`config.mk`:
```
export PLATFORM = sky130hd
export DESIGN_NAME = voice_mixer_flat
export DESIGN_NICKNAME = d
export VERILOG_FILES = /design/src/rtl/audio_pkg.sv /design/src/rtl/voice_mixer_if.sv /design/src/rtl/voice_mac.sv /design/src/rtl/voice_mixer.sv /design/src/flat_wrapper.sv
export SDC_FILE = /design/constraint.sdc
export NUM_CORES = 1
export LEC_CHECK = 0
export CAP_MARGIN = 20
export CORE_MARGIN = 2
export CORE_UTILIZATION = 50
export CTS_BUF_LIST = sky130_fd_sc_hd__clkbuf_4 sky130_fd_sc_hd__clkbuf_8
export DETAILED_ROUTE_END_ITERATION = 12
export PLACE_DENSITY = 0.74
export RECOVER_POWER = 100
export SLEW_MARGIN = 20
export SYNTH_ARGS = -nofsm -noshare
export SYNTH_HDL_FRONTEND = slang
export SYNTH_SLANG_ARGS = --single-unit
```
`constraint.sdc`:
```
create_clock -name clk -period 8.35 [get_ports clk]
set_input_delay 0.835 -clock clk [delete_from_list [all_inputs] [get_ports clk]]
set_output_delay 0.835 -clock clk [all_outputs]
set_load 0.02 [all_outputs]
```
`src/rtl/audio_pkg.sv`:
```
// Shared audio-path definitions for the envelope, mixer and DAC stages.
// Holds the default sample/volume widths, the mixer scan state encoding
// and helpers that derive product/accumulator widths from the voice count.
package audio_pkg;

  localparam int VOICES_DEF = 4;
  localparam int BD_DEF     = 12;
  localparam int VOL_W_DEF  = 8;

  typedef enum logic [1:0] {
    IDLE   = 2'd0,
    SCAN   = 2'd1,
    MASTER = 2'd2,
    SAT    = 2'd3
  } mix_state_e;

  // Signed sample times zero-extended unsigned volume.
  function automatic int prod_w(input int bd, input int vol_w);
    return bd + vol_w + 1;
  endfunction

  // Sum of all voice products; headroom grows with log2 of the voice count.
  function automatic int acc_w(input int voices, input int bd, input int vol_w);
    return prod_w(bd, vol_w) + $clog2(voices);
  endfunction

  // Accumulator times zero-extended unsigned master volume.
  function automatic int mac_w(input int voices, input int bd, input int vol_w);
    return acc_w(voices, bd, vol_w) + vol_w + 1;
  endfunction

endpackage

```
`src/rtl/voice_mixer_if.sv`:
```
// Bus bundle between the voice sources / DAC stage and voice_mixer.
// master: the side that provides samples, volumes and ticks (and reads the mix).
// slave : the mixer itself.
//   sample_tick   one-cycle strobe at the sample rate
//   voice_sample  packed signed samples, voice 0 in the LSBs
//   voice_volume  packed unsigned envelope volumes
//   voice_enable  per-voice mute mask
//   master_volume unsigned master gain
//   clear_flags   pulse clearing clip/overrun
//   mix_out       signed mixed sample, mix_valid pulses when it updates
//   clip/overrun  sticky status flags
interface voice_mixer_if
  import audio_pkg::*;
#(
  parameter int VOICES = VOICES_DEF,
  parameter int BD     = BD_DEF,
  parameter int VOL_W  = VOL_W_DEF
);

  logic                      sample_tick;
  logic [VOICES*BD-1:0]      voice_sample;
  logic [VOICES*VOL_W-1:0]   voice_volume;
  logic [VOICES-1:0]         voice_enable;
  logic [VOL_W-1:0]          master_volume;
  logic                      clear_flags;
  logic [BD-1:0]             mix_out;
  logic                      mix_valid;
  logic                      clip;
  logic                      overrun;

  modport master (
    output sample_tick, voice_sample, voice_volume, voice_enable,
           master_volume, clear_flags,
    input  mix_out, mix_valid, clip, overrun
  );

  modport slave (
    input  sample_tick, voice_sample, voice_volume, voice_enable,
           master_volume, clear_flags,
    output mix_out, mix_valid, clip, overrun
  );

endinterface

```
`src/rtl/voice_mac.sv`:
```
// Shared signed x unsigned multiply-accumulate unit.
//   a      signed operand (A_W bits)
//   b      unsigned operand (B_W bits), zero-extended before multiplying
//   clr    zero the result register (has priority)
//   en     update the result register this cycle
//   accum  1: result += a*b, 0: result = a*b (load)
//   result registered product / running sum (A_W+B_W+1 bits, signed)
module voice_mac
  import audio_pkg::*;
#(
  parameter int A_W = 23,
  parameter int B_W = 8
) (
  input  logic                    clk,
  input  logic                    rst_n,
  input  logic                    clr,
  input  logic                    en,
  input  logic                    accum,
  input  logic signed [A_W-1:0]   a,
  input  logic        [B_W-1:0]   b,
  output logic signed [A_W+B_W:0] result
);

  localparam int R_W = A_W + B_W + 1;

  logic signed [R_W-1:0] a_ext;
  logic signed [R_W-1:0] b_ext;
  logic signed [R_W-1:0] prod;
  logic signed [R_W-1:0] result_d;
  logic signed [R_W-1:0] result_q;

  // Operands extended to the full result width so the truncated product is exact.
  always_comb begin
    a_ext = {{(B_W + 1){a[A_W-1]}}, a};
    b_ext = {{(A_W + 1){1'b0}}, b};
    prod  = a_ext * b_ext;
  end

  // Next result: clear, accumulate, load or hold.
  always_comb begin
    result_d = result_q;
    if (clr) begin
      result_d = {R_W{1'b0}};
    end else if (en) begin
      if (accum) begin
        result_d = result_q + prod;
      end else begin
        result_d = prod;
      end
    end else begin
      result_d = result_q;
    end
  end

  // Result register.
  always_ff @(posedge clk or negedge rst_n) begin
    if (!rst_n) begin
      result_q <= {R_W{1'b0}};
    end else begin
      result_q <= result_d;
    end
  end

  assign result = result_q;

endmodule

```
`src/rtl/voice_mixer.sv`:
```
// Per-sample voice mixer. On sample_tick it snapshots all voice inputs, then
// scans the voices through one shared MAC (one voice per cycle), reuses the
// MAC to apply the master volume, floors by 2^(2*VOL_W), saturates to BD bits
// and registers the result with a one-cycle mix_valid pulse.
//   clk, rst_n  clock and asynchronous active-low reset
//   bus         voice_mixer_if slave modport (inputs, mix output, flags)
module voice_mixer
  import audio_pkg::*;
#(
  parameter int VOICES = VOICES_DEF,
  parameter int BD     = BD_DEF,
  parameter int VOL_W  = VOL_W_DEF
) (
  input  logic          clk,
  input  logic          rst_n,
  voice_mixer_if.slave  bus
);

  localparam int ACC_W = acc_w(VOICES, BD, VOL_W);
  localparam int MAC_W = mac_w(VOICES, BD, VOL_W);
  localparam int IDX_W = (VOICES > 1) ? $clog2(VOICES) : 1;
  localparam int SHIFT = 2 * VOL_W;

  localparam logic [IDX_W-1:0]        IDX_LAST = IDX_W'(VOICES - 1);
  localparam logic signed [MAC_W-1:0] SAT_MAX  = {{(MAC_W - BD + 1){1'b0}}, {(BD - 1){1'b1}}};
  localparam logic signed [MAC_W-1:0] SAT_MIN  = {{(MAC_W - BD + 1){1'b1}}, {(BD - 1){1'b0}}};

  mix_state_e                state_d, state_q;
  logic [IDX_W-1:0]          idx_d, idx_q;
  logic [VOICES*BD-1:0]      samp_d, samp_q;
  logic [VOICES*VOL_W-1:0]   vol_d, vol_q;
  logic [VOICES-1:0]         en_d, en_q;
  logic [VOL_W-1:0]          mvol_d, mvol_q;
  logic [BD-1:0]             mix_out_d, mix_out_q;
  logic                      mix_valid_d, mix_valid_q;
  logic                      clip_d, clip_q;
  logic                      overrun_d, overrun_q;

  logic                      mac_clr;
  logic                      mac_en;
  logic                      mac_accum;
  logic signed [ACC_W-1:0]   mac_a;
  logic        [VOL_W-1:0]   mac_b;
  logic signed [MAC_W-1:0]   mac_result;

  logic [BD-1:0]             samp_cur;
  logic [VOL_W-1:0]          vol_cur;
  logic                      en_cur;
  logic signed [MAC_W-1:0]   scaled;
  logic                      sat_hi;
  logic                      sat_lo;
  logic                      clip_set;
  logic                      overrun_set;

  // Snapshot fields of the voice currently being scanned.
  assign samp_cur = samp_q[BD * int'(idx_q) +: BD];
  assign vol_cur  = vol_q[VOL_W * int'(idx_q) +: VOL_W];
  assign en_cur   = en_q[idx_q];

  // MAC operand mux: voice sample x envelope in SCAN, accumulator x master in MASTER.
  always_comb begin
    mac_a = {ACC_W{1'b0}};
    mac_b = {VOL_W{1'b0}};
    case (state_q)
      SCAN: begin
        mac_a = {{(ACC_W - BD){samp_cur[BD-1]}}, samp_cur};
        mac_b = vol_cur;
      end
      MASTER: begin
        // The voice sum always fits ACC_W, so the low bits are the whole value.
        mac_a = mac_result[ACC_W-1:0];
        mac_b = mvol_q;
      end
      default: begin
        mac_a = {ACC_W{1'b0}};
        mac_b = {VOL_W{1'b0}};
      end
    endcase
  end

  voice_mac #(
    .A_W (ACC_W),
    .B_W (VOL_W)
  ) u_mac (
    .clk    (clk),
    .rst_n  (rst_n),
    .clr    (mac_clr),
    .en     (mac_en),
    .accum  (mac_accum),
    .a      (mac_a),
    .b      (mac_b),
    .result (mac_result)
  );

  // Both gains are /256, so drop 2*VOL_W bits; arithmetic shift floors toward -inf.
  always_comb begin
    scaled = mac_result >>> SHIFT;
    sat_hi = (scaled > SAT_MAX);
    sat_lo = (scaled < SAT_MIN);
  end

  // Scan FSM next state, MAC control, snapshot capture and output update.
  always_comb begin
    state_d     = state_q;
    idx_d       = idx_q;
    samp_d      = samp_q;
    vol_d       = vol_q;
    en_d        = en_q;
    mvol_d      = mvol_q;
    mix_out_d   = mix_out_q;
    mix_valid_d = 1'b0;
    mac_clr     = 1'b0;
    mac_en      = 1'b0;
    mac_accum   = 1'b0;
    clip_set    = 1'b0;
    case (state_q)
      IDLE: begin
        if (bus.sample_tick) begin
          samp_d  = bus.voice_sample;
          vol_d   = bus.voice_volume;
          en_d    = bus.voice_enable;
          mvol_d  = bus.master_volume;
          mac_clr = 1'b1;
          idx_d   = {IDX_W{1'b0}};
          state_d = SCAN;
        end else begin
          state_d = IDLE;
        end
      end
      SCAN: begin
        // Muted voices simply skip the accumulate.
        mac_en    = en_cur;
        mac_accum = 1'b1;
        if (idx_q == IDX_LAST) begin
          idx_d   = {IDX_W{1'b0}};
          state_d = MASTER;
        end else begin
          idx_d   = idx_q + IDX_W'(1);
          state_d = SCAN;
        end
      end
      MASTER: begin
        mac_en    = 1'b1;
        mac_accum = 1'b0;
        state_d   = SAT;
      end
      SAT: begin
        if (sat_hi) begin
          mix_out_d = SAT_MAX[BD-1:0];
          clip_set  = 1'b1;
        end else if (sat_lo) begin
          mix_out_d = SAT_MIN[BD-1:0];
          clip_set  = 1'b1;
        end else begin
          mix_out_d = scaled[BD-1:0];
        end
        mix_valid_d = 1'b1;
        state_d     = IDLE;
      end
      default: begin
        state_d = IDLE;
        idx_d   = {IDX_W{1'b0}};
      end
    endcase
  end

  // Sticky flags; a set event in the same cycle as clear_flags wins.
  always_comb begin
    overrun_set = bus.sample_tick && (state_q != IDLE);
    if (clip_set) begin
      clip_d = 1'b1;
    end else if (bus.clear_flags) begin
      clip_d = 1'b0;
    end else begin
      clip_d = clip_q;
    end
    if (overrun_set) begin
      overrun_d = 1'b1;
    end else if (bus.clear_flags) begin
      overrun_d = 1'b0;
    end else begin
      overrun_d = overrun_q;
    end
  end

  // State, snapshot and output registers.
  always_ff @(posedge clk or negedge rst_n) begin
    if (!rst_n) begin
      state_q     <= IDLE;
      idx_q       <= {IDX_W{1'b0}};
      samp_q      <= {(VOICES * BD){1'b0}};
      vol_q       <= {(VOICES * VOL_W){1'b0}};
      en_q        <= {VOICES{1'b0}};
      mvol_q      <= {VOL_W{1'b0}};
      mix_out_q   <= {BD{1'b0}};
      mix_valid_q <= 1'b0;
      clip_q      <= 1'b0;
      overrun_q   <= 1'b0;
    end else begin
      state_q     <= state_d;
      idx_q       <= idx_d;
      samp_q      <= samp_d;
      vol_q       <= vol_d;
      en_q        <= en_d;
      mvol_q      <= mvol_d;
      mix_out_q   <= mix_out_d;
      mix_valid_q <= mix_valid_d;
      clip_q      <= clip_d;
      overrun_q   <= overrun_d;
    end
  end

  assign bus.mix_out   = mix_out_q;
  assign bus.mix_valid = mix_valid_q;
  assign bus.clip      = clip_q;
  assign bus.overrun   = overrun_q;

endmodule

```
`src/flat_wrapper.sv`:
```
// flat-port wrapper written by rule: the top's interface ports become plain ports
module voice_mixer_flat import audio_pkg::*;
#(
  parameter int VOICES = VOICES_DEF,
  parameter int BD     = BD_DEF,
  parameter int VOL_W  = VOL_W_DEF
)
  (clk, rst_n, bus_sample_tick, bus_voice_sample, bus_voice_volume, bus_voice_enable, bus_master_volume, bus_clear_flags, bus_mix_out, bus_mix_valid, bus_clip, bus_overrun);
  voice_mixer_if #(.VOICES(VOICES), .BD(BD), .VOL_W(VOL_W)) bus_i ();
  input  logic clk;
  input  logic rst_n;
  input wire logic [$bits(bus_i.sample_tick)-1:0] bus_sample_tick;
  input wire logic [$bits(bus_i.voice_sample)-1:0] bus_voice_sample;
  input wire logic [$bits(bus_i.voice_volume)-1:0] bus_voice_volume;
  input wire logic [$bits(bus_i.voice_enable)-1:0] bus_voice_enable;
  input wire logic [$bits(bus_i.master_volume)-1:0] bus_master_volume;
  input wire logic [$bits(bus_i.clear_flags)-1:0] bus_clear_flags;
  output wire logic [$bits(bus_i.mix_out)-1:0] bus_mix_out;
  output wire logic [$bits(bus_i.mix_valid)-1:0] bus_mix_valid;
  output wire logic [$bits(bus_i.clip)-1:0] bus_clip;
  output wire logic [$bits(bus_i.overrun)-1:0] bus_overrun;
  assign bus_i.sample_tick = bus_sample_tick;
  assign bus_i.voice_sample = bus_voice_sample;
  assign bus_i.voice_volume = bus_voice_volume;
  assign bus_i.voice_enable = bus_voice_enable;
  assign bus_i.master_volume = bus_master_volume;
  assign bus_i.clear_flags = bus_clear_flags;
  assign bus_mix_out = bus_i.mix_out;
  assign bus_mix_valid = bus_i.mix_valid;
  assign bus_clip = bus_i.clip;
  assign bus_overrun = bus_i.overrun;
  voice_mixer #(.VOICES(VOICES), .BD(BD), .VOL_W(VOL_W)) u_core (.clk(clk), .rst_n(rst_n), .bus(bus_i));
endmodule
```
Word level (Yosys, flattened, before mapping)
Cells that the tools add are included.
{"block": "word_totals", "reg_bits": 143, "word_cells": 60}
{"block": "op_classes", "addsub": 2, "multipliers": 2, "magnitude_cmp": 3, "eq_ne": 5, "shift": 2, "mux": 26, "reduce_logical": 9}
{"cell": "two-way mux 32 bit", "n": 3}
{"cell": "variable part select 48 x 32 -> 12 bit", "n": 1}
{"cell": "one-hot mux 23 bit (2 select lines)", "n": 1}
{"cell": "adder 32 bit", "n": 1}
{"cell": "multiplier 23 x 9 -> 32 bit", "n": 1}
{"cell": "variable part select 32 x 6 -> 8 bit", "n": 1}
{"cell": "two-way mux 12 bit", "n": 2}
{"cell": "greater-than comparator 16 x 12 -> 1 bit, second input constant", "n": 1}
{"cell": "< comparator 16 x 12 -> 1 bit, second input constant", "n": 1}
{"cell": "one-hot mux 8 bit (2 select lines)", "n": 1}
{"cell": "two-way mux 1 bit", "n": 12}
{"cell": "nonzero test 2 bit", "n": 5}
{"cell": "one-hot mux 2 bit (4 select lines)", "n": 1}
{"cell": "equality test 2 bit, second input constant", "n": 3}
{"cell": "two-way mux 2 bit", "n": 3}
{"cell": "multiplier 2 x 2 -> 4 bit, first input constant", "n": 1}
{"cell": "one-hot mux 2 bit (2 select lines)", "n": 1}
{"cell": "AND reduction 2 bit", "n": 2}
{"cell": "< comparator 2 x 3 -> 1 bit, second input constant", "n": 1}
{"cell": "adder 2 x 1 -> 2 bit, second input constant", "n": 1}
{"cell": "binary-select mux 1 bit (select 2 bit)", "n": 1}
{"cell": "equality test 2 x 1 -> 1 bit, second input constant", "n": 1}
{"cell": "logical NOT 2 bit", "n": 1}
{"cell": "!= test 2 bit, second input constant", "n": 1}
{"cell": "other kinds (2)", "n": 2}

Longest topological paths before layout
Gate-level depths: netlist of the first run.
{"block": "logic_depth", "ltp_word": 8, "depth_mapped": 38, "ltp_nobuf": 34}

Modules after synthesis
A second synthesis of the first run with hierarchy kept.
{"block": "hier_totals", "hier_cells": 1505, "hier_area_um2": 15034.4}
{"module": "voice_mac", "n_inst": 1, "cells_each": 1138, "area_each_um2": 9546.7, "seq_area_each_um2": 800.8}
{"module": "voice_mixer", "n_inst": 1, "cells_each": 367, "area_each_um2": 5487.8, "seq_area_each_um2": 2777.7}

Worst setup path after synthesis of the first run
Ideal clock, no wire load.
{"block": "synth_path", "path_type": "flip-flop to flip-flop", "from": "register u_core.idx_q[0]", "to": "register u_core.u_mac.result_q[31] (netlist: u_core.u_mac.result[31])", "arrival_time_ps": 8281, "t_required_ps": 8213, "slack_ps": -68, "path_stages_with_launch": 34, "path_cell_list": "dfrtp_1 -> clkbuf_1 -> buf_2 -> buf_2 -> mux4_2 -> a22oi_1 -> nor2_1 -> fa_1 -> fa_1 -> inv_1 -> fa_1 -> fa_1 -> inv_1 -> ha_1 -> o21a_1 -> o31a_1 -> o41a_1 -> o21ai_1 -> a21oi_1 -> o21a_1 -> nor2_1 -> o21ai_0 -> xor2_1 -> ha_1 -> clkbuf_1 -> nand4_1 -> a2111oi_2 -> o31ai_2 -> a41oi_1 -> or2_1 -> a211o_1 -> mux2_2 -> nand3b_4 -> a31oi_4"}
{"block": "synth_between", "elab_chain_cells": 8}
{"element": "from (decl)", "line_no": "voice_mixer.sv:29", "rtl": "logic [IDX_W-1:0] idx_d, idx_q;"}
{"element": "from (signal assigned)", "line_no": "voice_mixer.sv:190", "rtl": "idx_q <= {IDX_W{1'b0}};"}
{"element": "from (signal assigned)", "line_no": "voice_mixer.sv:201", "rtl": "idx_q <= idx_d;"}
{"element": "multiplier 2 x 2 -> 4 bit", "line_no": "voice_mixer.sv:56", "rtl": "assign samp_cur = samp_q[BD * int'(idx_q) +: BD];"}
{"element": "variable part select 48 x 32 -> 12 bit", "line_no": "voice_mixer.sv:56"}
{"element": "one-hot mux 23 bit (2 select lines)", "line_no": "voice_mixer.sv:64", "rtl": "case (state_q)"}
{"element": "multiplier 23 x 9 -> 32 bit", "line_no": "voice_mac.sv:36", "rtl": "prod = a_ext * b_ext;"}
{"element": "adder 32 bit", "line_no": "voice_mac.sv:46", "rtl": "result_d = result_q + prod;"}
{"element": "two-way mux 32 bit", "line_no": "voice_mac.sv:45", "rtl": "if (accum) begin"}
{"element": "two-way mux 32 bit", "line_no": "voice_mac.sv:44", "rtl": "end else if (en) begin"}
{"element": "two-way mux 32 bit", "line_no": "voice_mac.sv:42", "rtl": "if (clr) begin"}
{"element": "to (signal assigned)", "line_no": "voice_mac.sv:58", "rtl": "result_q <= {R_W{1'b0}};"}
{"element": "to (signal assigned)", "line_no": "voice_mac.sv:60", "rtl": "result_q <= result_d;"}
{"element": "to (decl)", "line_no": "voice_mac.sv:30", "rtl": "logic signed [R_W-1:0] result_q;"}
Several ways; a longest one is shown, not always the timed one. The select of a mux whose other input is x is not followed.
A chain may end at the register's enable or synchronous reset.

Worst setup path in the final report of the first run
Same ends and word-level chain as after synthesis.

==> results of run 1 <==
==> worst max-delay path, delay by kind of cell, from the launching register on <==
family / cells / cell delay (ns)
AOI/OAI and AO/OA: 14 / 2.68
adders and majority gates: 6 / 2.55
muxes: 2 / 0.83
and+or+nand+nor: 5 / 0.81
buffers and inverters: 4 / 0.42
DFF: 1 / 0.42
xor gates and xnor gates: 1 / 0.17
==> cells in the mapped netlist (all sizes together), types with 3 or more instances <==
cell	count	area (µm²)
o21a	11	83.8
a22oi	19	143
buf	9	40.0
clkbuf	70	263
xnor2	39	342
o21bai	10	75.1
a21oi	88	448
a21o	20	150
ha	100	1250
or2	4	25.0
o211ai	18	135
xor2	11	96.3
and3	9	56.3
a31oi	7	58.8
dfrtp	143	3580
o31a	4	35.0
a22o	5	43.8
nor2b	17	106
and2	5	31.3
mux4	20	450
a211oi	16	120
inv	234	878
nor3	10	50.1
fa	145	2900
mux2	4	45.0
nand4	9	56.3
nand2	392	1470
a221oi	3	32.5
o31ai	7	57.6
o21ai	55	275
nand3	18	90.1
nor2	161	604
nand2b	39	244
mux2i	24	240
==> layout by cell type, fill, tap and decap left out, drive strengths merged, types with 16 or more instances in the layout <==
master / instances
a22oi: 19
dfrtp: 143
mux4: 20
buf: 60
o21ai: 55
ha: 100
clkdlybuf4s50: 93
o211ai: 18
nor2: 161
a21o: 20
nand2b: 39
clkbuf: 20
a211oi: 16
xnor2: 39
dlygate4sd3: 16
mux2i: 24
nand3: 18
nor2b: 17
nand2: 392
inv: 239
a21oi: 88
fa: 145
==> per-layer routing <==
layer | track usage [%] | routed length [µm]
met1 | 39.5 | 18400
met3 | 3.81 | 2550
met2 | 41.4 | 17600
met5 | 0 | 0
met4 | 5.48 | 568
==> layout make-up <==
class	instances	area share, %
flip-flops and latches	143	20.8
clock inverters	15	1.11
inverters	234	5.11
multi-input cells	1302	59.4
clock buffers	17	1.36
well taps	384	2.79
repair buffers	172	9.41
==> stage by stage <==
stage                     worst slack [ns]  setup TNS, ns  hold WS (ns)  area (µm²)  cells
final                                0.323              0         0.479       17200   2267
after global routing               -0.0594        -0.0594         0.501       17200   2267
after CTS                          0.00656              0         0.415       17000   2260
after detailed placement           -0.0301        -0.0301         0.457       16500   2228
after global placement               0.155              0         0.453       16500   2228
after floorplan                     0.0624              0         0.440       14800   1758
==> logic make-up (layout without fill, tap and decap cells) <==
family                   Yosys count  after routing
flip-flops                       143            143
AO/OA/AOI/OAI                    286            286
multiplexers                      48             48
XOR/XNOR                          50             50
adder cells (fa/ha/maj)          245            245
AND/OR/NAND/NOR                  673            673
buffers and inverters            313            438
==> what timing repair did <==
item / 4_1_cts / 5_1_grt
hold endpoints to repair: 0 / 0
endpoints found under the setup margin: 1 / 4
pin swaps: 0 / 10
setup buffers: 0 / 7
gates cloned: 0 / 0
resized for setup: 2 / 41
==> flip-flops by register name (all words and copies together), names as in the netlist, 2 cells and up, named ones only <==
name,cells
u_core.samp_q,48
u_core.bus.mix_out,12
u_core.vol_q,32
u_core.u_mac.result,32
u_core.en_q,4
u_core.idx_q,2
u_core.mvol_q,8
==> path summary, 6_finish.rpt <==
path / to / slack (ns) / cells after the start
worst max-delay path: u_core.u_mac.result[31]$_DFFE_PN0P_ / 0.32 / 32
worst min-delay path: u_core.samp_q[37]$_DFFE_PN0P_ / 0.48 / 2
worst max register to register: u_core.u_mac.result[31]$_DFFE_PN0P_ / 0.32 / 32
worst min register to register: u_core.samp_q[37]$_DFFE_PN0P_ / 0.48 / 2
max in group asynchronous: u_core.vol_q[5]$_DFFE_PN0P_ / 3.27 / 2
min in group asynchronous: u_core.samp_q[34]$_DFFE_PN0P_ / 1.85 / 1
==> impl_metrics.csv, run 1 <==
group,metric,value,unit
setup_path,path_class,"flip-flop to flip-flop",
yosys,yosys_most_used_dff,"dfrtp_1",
yosys,synth_fa_ha_area_share,28.1,%
yosys,synth-simple-area-share,19.1,%
finish,fill_cells,2523,
floorplanning,die_y,176,µm
timing,tightest_slew,4.26,ns
setup_path,critical_path_required,8.68,ns
place,port_buffers,110,
yosys,async_flop_share,100,%
cts,cts_sinks,143,
cts,cts_buffers,17,
timing,timing.final.crit_share,96.1,%
timing,final.min_clock_period,8.03,ns
setup_path,crit_arrival,8.36,ns
setup_path,cp_max_fo,11,
yosys,synthDistinctLibCells,68,
grt,grt.total_usage,26.5,%
cts,cts.hold.buffers_added,0,
setup_path,cp-start-kind,"flip-flop",
cts,cts_tree,"built",
cts,cts_root_buf,"clkbuf_8",
yosys,synth_xor_area_share,2.96,%
timing,max_freq,125,MHz
grt,grt_overflow,0,
detailed_routing,drt_iter0_markers,1035,
timing,slew_violations,291,
timing,fin_skew,0.0187,ns
yosys,synth_top_family_by_area,"adder cells",
floorplanning,initial_core_util,51.2,%
detailed_routing,vias,12500,
yosys,syn_area_per_cell,8.42,µm²
setup_path,r2r_start,"u_core.idx_q[0]$_DFFE_PN0P_",
yosys,ys_ff_latch,143,
detailed_routing,ant_nets,0,
setup_path,slowest_delay,0.55,ns
detailed_routing,wl,39100,µm
floorplanning,fp-row-count,62,
floorplanning,die-area,31000,µm²
timing,hold_violations,0,
setup_path,crit_start,"u_core.idx_q[0]$_DFFE_PN0P_",
cts,clk_pin_slew,0.09,ns
cts,clk_path_buf_depth,2,
cts,worstSkewPairLatency,0.47,ns
finish,nets,2211,
finish,drive_gt1_share,8.76,%
finish,multi_input_area,10200,µm²
place,place.gp.congestion,0.989,
floorplanning,core_area,28900,µm²
finish,area_growth,16.2,%
yosys,synthMuxAreaShare,4.97,%
yosys,synth_compound_area_share,12.8,%
yosys,synthesis.nets,2099,
floorplanning,dieWidth,176,µm
finish,seqCellArea,3580,µm²
yosys,yosysWarnings,0,
detailed_routing,vias_per_cell,5.52,
yosys,yosysSeqAreaShare,24.2,%
detailed_routing,first_pass_iters,5,
detailed_routing,wl_per_cell,17.3,µm
grt,grt_pass1_vias,12900,
floorplanning,io_pins,111,
cts,htreeDepth,4,
setup_path,slowest_stage,"fa_1",
place,dpl.hpwl,31000,µm
timing,relSlewSlack,-184,%
grt,grt_pass1_wl,65700,µm
detailed_routing,drc,0,
timing,finalSetupViolations,0,
run,cap_violations,4,
setup_path,cp_common_cell,"fa_1",
run_status,status,"finished with violations",
hold_path,min_from,"u_core.samp_q[37]$_DFFE_PN0P_",
finish,utilization,59.4,%
yosys,netlist_area,14800,µm²
finish,num_antenna_cells,0,
yosys,synth_cells,1758,
hold_path,hold_class,"flip-flop to flip-flop",
setup_path,end_kind,"flip-flop",
grt,grt_max_degree,106,
run_status,violations,"capacitance limit, slew limit",
grt,antenna_found_initial,0,
yosys,synth_edf_count,0,
Power of run 1 is not shown: default switching activity piles up to over one toggle a cycle in this logic, so the estimate is an artifact.
==> run 2: changes to the inputs <==
--- a/config.mk
+++ b/config.mk
@@ -6,11 +6,12 @@
 export NUM_CORES = 1
 export LEC_CHECK = 0
 export CAP_MARGIN = 20
-export CORE_MARGIN = 2
+export CORE_MARGIN = 10
 export CORE_UTILIZATION = 50
 export CTS_BUF_LIST = sky130_fd_sc_hd__clkbuf_4 sky130_fd_sc_hd__clkbuf_8
 export DETAILED_ROUTE_END_ITERATION = 12
-export PLACE_DENSITY = 0.74
+export DONT_BUFFER_PORTS = 1
+export PLACE_DENSITY = 0.69
 export RECOVER_POWER = 100
 export SLEW_MARGIN = 20
 export SYNTH_ARGS = -nofsm -noshare
==> run 2 against run 1 <==
  * The run still ends with capacitance limit, slew limit left
  * Die area increased by 19%
  * Global-route usage fell by 4.3 points
  * Design area down 5.5%
  * Worst hold slack got worse by 0.43 ns
==> impl_metrics.csv, run 2 (same netlist as run 1, synthesis figures left out) <==
group,metric,value,unit
finish,nets,2121,
run_status,violations,"capacitance limit, slew limit",
run_status,status,"finished with violations",
floorplanning,core_area,28900,µm²
finish,drive_gt1_share,10.3,%
timing,timing.final.crit_share,96.6,%
setup_path,end_kind,"flip-flop",
detailed_routing,ant_nets,0,
cts,clk_path_buf_depth,2,
finish,num_antenna_cells,0,
setup_path,cpLargestDelayFamily,"adder cells",
place,dpl.hpwl,31300,µm
timing,hold_violations,0,
setup_path,cp-start-kind,"flip-flop",
cts,cts_tree,"built",
finish,regMostFlops,"u_core.samp_q",
run,cap_violations,1,
floorplanning,fp-row-count,62,
finish,final_common_cell,"nand2_1",
finish,finalInstanceArea,16200,µm²
place,place.gp.congestion,0.979,
floorplanning,initial_core_util,51.2,%
place,port_buffers,0,
cts,clk_pin_slew,0.09,ns
setup_path,slowest_delay,0.56,ns
detailed_routing,vias,12000,
setup_path,path_class,"flip-flop to flip-flop",
setup_path,crit_arrival,8.41,ns
timing,fin_skew,0.0183,ns
grt,grt_pass1_wl,65400,µm
cts,cts_buffers,17,
detailed_routing,drt_iter0_markers,828,
finish,largest_reg_flops,48,
finish,area_growth,9.78,%
grt,antenna_found_initial,0,
cts,htreeDepth,4,
setup_path,critical_path_required,8.69,ns
timing,relSlewSlack,-194,%
timing,grt_setup_unrepaired,"yes",
detailed_routing,drc,0,
cts,worstSkewPairLatency,0.48,ns
grt,grt_pass1_vias,12500,
detailed_routing,vias_per_cell,5.50,
cts,cts_root_buf,"clkbuf_8",
setup_path,cp_max_fo,13,
timing,tightest_slew,4.42,ns
cts,cts_sinks,143,
floorplanning,die_y,192,µm
detailed_routing,wl_per_cell,18.2,µm
setup_path,crit_buf_inv,6,
grt,grt.total_usage,22.2,%
timing,finalSetupViolations,0,
setup_path,slowest_stage,"or4_4",
timing,final.min_clock_period,8.07,ns
grt,grt_overflow,0,
floorplanning,die-area,36900,µm²
hold_path,hold_class,"primary input to asynchronous set/reset pin",
timing,slew_violations,105,
finish,final_cell_mix,"nand2_1 (392), inv_1 (233), nor2_1 (160)",
floorplanning,io_pins,111,
detailed_routing,wl,39600,µm
grt,grt_max_degree,144,
timing,max_freq,124,MHz
floorplanning,dieWidth,192,µm
place,placed_area,15500,µm²
detailed_routing,first_pass_iters,6,
setup_path,cp_common_cell,"fa_1",
run 2: repair_timing:
action	4_1_cts	5_1_grt
gates resized for setup	4	37
setup endpoints to repair	1	6
hold buffers	0	0
setup buffers	0	14
pin swaps	1	12
run 2: metrics by stage:
stage / instances / TNS (ns) / hold slack, ns / setup slack [ns] / util, %
after floorplan: 1758 / 0 / 0.440 / 0.0624 / -
after global placement: 2130 / 0 / 0.453 / 0.0158 / 53.7
after CTS: 2161 / 0 / 0.0247 / 0.00946 / 55.2
after detailed placement: 2130 / 0 / 0.461 / 0.0188 / 53.7
after global routing: 2176 / -0.148 / 0.0124 / -0.0847 / 56.2
final: 2176 / 0 / 0.0523 / 0.284 / 56.2
run 2: final timing paths:
path / slack, ns / cells past startpoint / to / startpoint
worst max-delay path: 0.28 / 32 / u_core.u_mac.result[31]$_DFFE_PN0P_ / u_core.idx_q[0]$_DFFE_PN0P_
worst min-delay path: 0.05 / 0 / u_core.samp_q[10]$_DFFE_PN0P_ / rst_n
worst max register to register: 0.28 / 32 / u_core.u_mac.result[31]$_DFFE_PN0P_ / u_core.idx_q[0]$_DFFE_PN0P_
worst min register to register: 0.48 / 2 / u_core.vol_q[6]$_DFFE_PN0P_ / u_core.vol_q[6]$_DFFE_PN0P_
max in group asynchronous: 8.08 / 0 / u_core.bus.mix_out[4]$_DFFE_PN0P_ / rst_n
min in group clk: 0.46 / 2 / u_core.samp_q[26]$_DFFE_PN0P_ / bus_voice_sample[26]
run 2: layer usage:
layer | vias to the layer above | GRT usage (%) | routed length [µm]
met3 | 34 | 5.59 | 2740
met4 | 0 | 4.83 | 459
met1 | 5870 | 31.3 | 18600
met2 | 331 | 33.9 | 17800
met5 | - | 0 | 0
li1 | 5723 | - | -
run 2: area by class of cell:
class	instances	area (µm²)
Clock inverter	12	160
Timing Repair Buffer	82	681
Tap cell	384	480
Inverter	234	878
Multi-Input combinational cell	1302	10200
Sequential cell	143	3580
Fill cell	2610	12700
Clock buffer	19	249
Power of run 2 is left out for the same reason.
==> run 3: changes to the inputs <==
--- a/config.mk
+++ b/config.mk
@@ -5,6 +5,7 @@
 export SDC_FILE = /design/constraint.sdc
 export NUM_CORES = 1
 export LEC_CHECK = 0
+export ABC_AREA = 1
 export CAP_MARGIN = 20
 export CORE_MARGIN = 10
 export CORE_UTILIZATION = 50
==> run 3 against run 2 <==
  * The flow still finishes with violations (capacitance limit, slew limit)
  * Design area increased by 2.5%
  * Worst hold slack lost 0.010 ns
  * Register-to-register slack improved by 0.22 ns
  * Sequential share of layout area shrank 0.52 points
  * Wire length rose by 16%
  * Global-route usage increased by 1.9 points
  * Synthesized cell count increased by 28%
  * Cell count grew 21%
  * First-iteration DRC count increased by 37%
  * Critical path depth rose by 1
  * Core utilization fell by 3.6 points
  * Area after synthesis up 8.9%
  * Critical path type unchanged
  * Highest routed layer unchanged
==> impl_metrics.csv, run 3 <==
group,metric,value,unit
run_status,status,"finished with violations",
run_status,violations,"capacitance limit, slew limit",
floorplanning,core_area,31700,µm²
power_and_ir_drop,peakVddDrop,0.279,mV
detailed_routing,wl,46200,µm
setup_path,critical_path_required,8.73,ns
power_and_ir_drop,comb_power_share,57.9,%
floorplanning,die_y,200,µm
yosys,synth_area_leaders,"dfrtp_1 (22%), fa_1 (18%), nand2_1 (15%)",
finish,drive_gt1_share,5.93,%
place,dpl.hpwl,37400,µm
finish,final_common_cell,"nand2_1",
timing,hold-worst-slack,0.0423,ns
power_and_ir_drop,seq_power_share,28.5,%
detailed_routing,drc,0,
finish,regMostFlops,"u_core.samp_q",
timing,final.min_clock_period,7.84,ns
grt,grt.total_usage,24.1,%
yosys,synth_cells,2253,
timing,timing.final.crit_share,93.9,%
yosys,yosysMostFrequentCell,"nand2_1",
timing,tightest_slew,1.76,ns
grt,grt_pass1_vias,14100,
cts,cts_sinks,143,
cts,clk_pin_slew,0.09,ns
power_and_ir_drop,intPower,2090,µW
detailed_routing,ant_nets,0,
power_and_ir_drop,power_leakage,0.00894,µW
setup_path,cp-start-kind,"flip-flop",
hold_path,hold_class,"primary input to asynchronous set/reset pin",
finish,num_antenna_cells,0,
cts,postCtsSetupBuffers,0,
setup_path,cp_common_cell,"nand2_1",
timing,relSlewSlack,-17.2,%
timing,max_freq,128,MHz
timing,hold_violations,0,
cts,cts_buffers,17,
detailed_routing,drt_iter0_markers,1136,
timing,finalSetupViolations,0,
cts,worstSkewPairLatency,0.49,ns
cts,clk_path_buf_depth,2,
floorplanning,fp-row-count,65,
setup_path,crit_arrival,8.22,ns
place,place.gp.congestion,0.983,
cts,htreeDepth,4,
power_and_ir_drop,p_per_area,266,nW/µm²
yosys,yosysWarnings,0,
power_and_ir_drop,p_clk_share,13.5,%
yosys,synth_edf_count,0,
timing,slew_violations,131,
finish,utilization,52.5,%
yosys,netlist_area,16100,µm²
yosys,syn_area_per_cell,7.15,µm²
finish,nets,2554,
yosys,synthTopCellsByCount,"nand2_1 (663), inv_1 (396), nor2_1 (211)",
power_and_ir_drop,finalPower,4440,µW
yosys,synth_area_leader_cell,"dfrtp_1",
yosys,synthDistinctLibCells,50,
detailed_routing,vias_per_cell,5.34,
yosys,synthesis.nets,2594,
yosys,yosysSeqAreaShare,22.2,%
timing,layout_setup_ws,0.507,ns
setup_path,path_class,"flip-flop to flip-flop",
finish,area_growth,3.37,%
finish,final_cell_mix,"nand2_1 (668), inv_1 (395), nor2_1 (211)",
power_and_ir_drop,p_sw,2340,µW
cts,cts_tree,"built",
setup_path,end_kind,"flip-flop",
detailed_routing,wl_per_cell,17.6,µm
detailed_routing,vias,14000,
floorplanning,die-area,39800,µm²
detailed_routing,first_pass_iters,6,
floorplanning,io_pins,111,
run,cap_violations,2,
power_and_ir_drop,swShare,52.8,%
grt,grt_overflow,0,
floorplanning,initial_core_util,50.8,%
floorplanning,dieWidth,200,µm
setup_path,slowest_delay,0.57,ns
finish,largest_reg_flops,48,
yosys,ys_ff_latch,143,
grt,grt_max_degree,136,
place,pre_cts_slack,0.301,ns
place,port_buffers,0,
setup_path,slowest_stage,"fa_1",
cts,cts_root_buf,"clkbuf_8",
setup_path,reg2reg_slack,0.51,ns
grt,grt_pass1_wl,75100,µm
timing,grt_setup_unrepaired,"no",
yosys,yosys_most_used_dff,"dfrtp_1",
setup_path,cp_max_fo,21,
yosys,async_flop_share,100,%
timing,fin_skew,0.0168,ns
grt,antenna_found_initial,0,
timing,fin_setup_tns,0,ns
yosys,synth_top_area_share,22.2,%
-- run 3: power groups by stage --
stage / Combinational, µW / Clock (µW) / Sequential, µW
floorplan: 1960 / 0 / 1170
global placement: 2480 / 0 / 1270
detailed placement: 2520 / 0 / 1270
CTS: 2550 / 614 / 1260
global route: 2890 / 639 / 1300
finish: 2570 / 601 / 1270
-- run 3: final cells by class --
cell class / count / area (µm²)
inverter: 412 / 1550
multi-input combinational: 1627 / 10500
fill: 3106 / 15100
sequential: 143 / 3580
clock buffer: 22 / 290
clock inverter: 10 / 126
tap: 402 / 503
timing repair buffer: 12 / 93.8
-- run 3: worst paths after layout --
| path | from | end | cells after the start |
|---|---|---|---|
| min | rst_n | u_core.samp_q[7]$_DFFE_PN0P_ | 0 |
| max | flip-flop | u_core.u_mac.result[27]$_DFFE_PN0P_ | 33 |
| max in group asynchronous | rst_n | u_core.state_q[0]$_DFF_PN0_ | 1 |
| max reg2reg | flip-flop | u_core.u_mac.result[27]$_DFFE_PN0P_ | 33 |
| min reg2reg | u_core.samp_q[19]$_DFFE_PN0P_ | u_core.samp_q[19]$_DFFE_PN0P_ | 2 |
| min in group clk | bus_clear_flags | u_core.bus.overrun$_DFFE_PN0P_ | 1 |
-- run 3: cells by family (layout without fill, tap and decap cells) --
kind of cell    Yosys count  after routing  synth area share, %
compound gates          273            273                 10.2
xor+xnor                 23             23                 1.25
fa+ha+maj               245            245                 25.8
buf+inv                 483            456                 12.5
flops                   143            143                 22.2
mux                       3              3                0.194
simple gates           1083           1083                 27.9
-- run 3: layer usage --
layer	vias up	track usage, %	wire, µm
li1	6833	-	-
met1	6694	32.9	20700
met2	466	39.0	21400
met3	51	4.44	3360
met4	0	5.36	711
met5	-	0	0
-- run 3: critical path: cells and delay by family, from the launching register on --
kind | cells | cell delay (ns)
simple gates | 18 | 2.58
buf+inv | 6 | 0.84
compound gates | 2 | 0.79
flops | 1 | 0.41
fa+ha+maj | 7 | 3.09
-- run 3: timing repair --
action	in CTS	in global routing
endpoints found under the setup margin	0	6
hold buffers	2	0
endpoints found under the hold margin	7	0
resized for setup	0	6
-- run 3: metrics by stage --
step | cells | instance area, µm²
3_5_place_dp | 2594 | 16300
3_3_place_gp | 2594 | 16300
2_1_floorplan | 2253 | 16100
6_report | 2628 | 16700
4_1_cts | 2628 | 16700
5_1_grt | 2628 | 16700
Note: power is estimated with default switching activity, not from simulation.
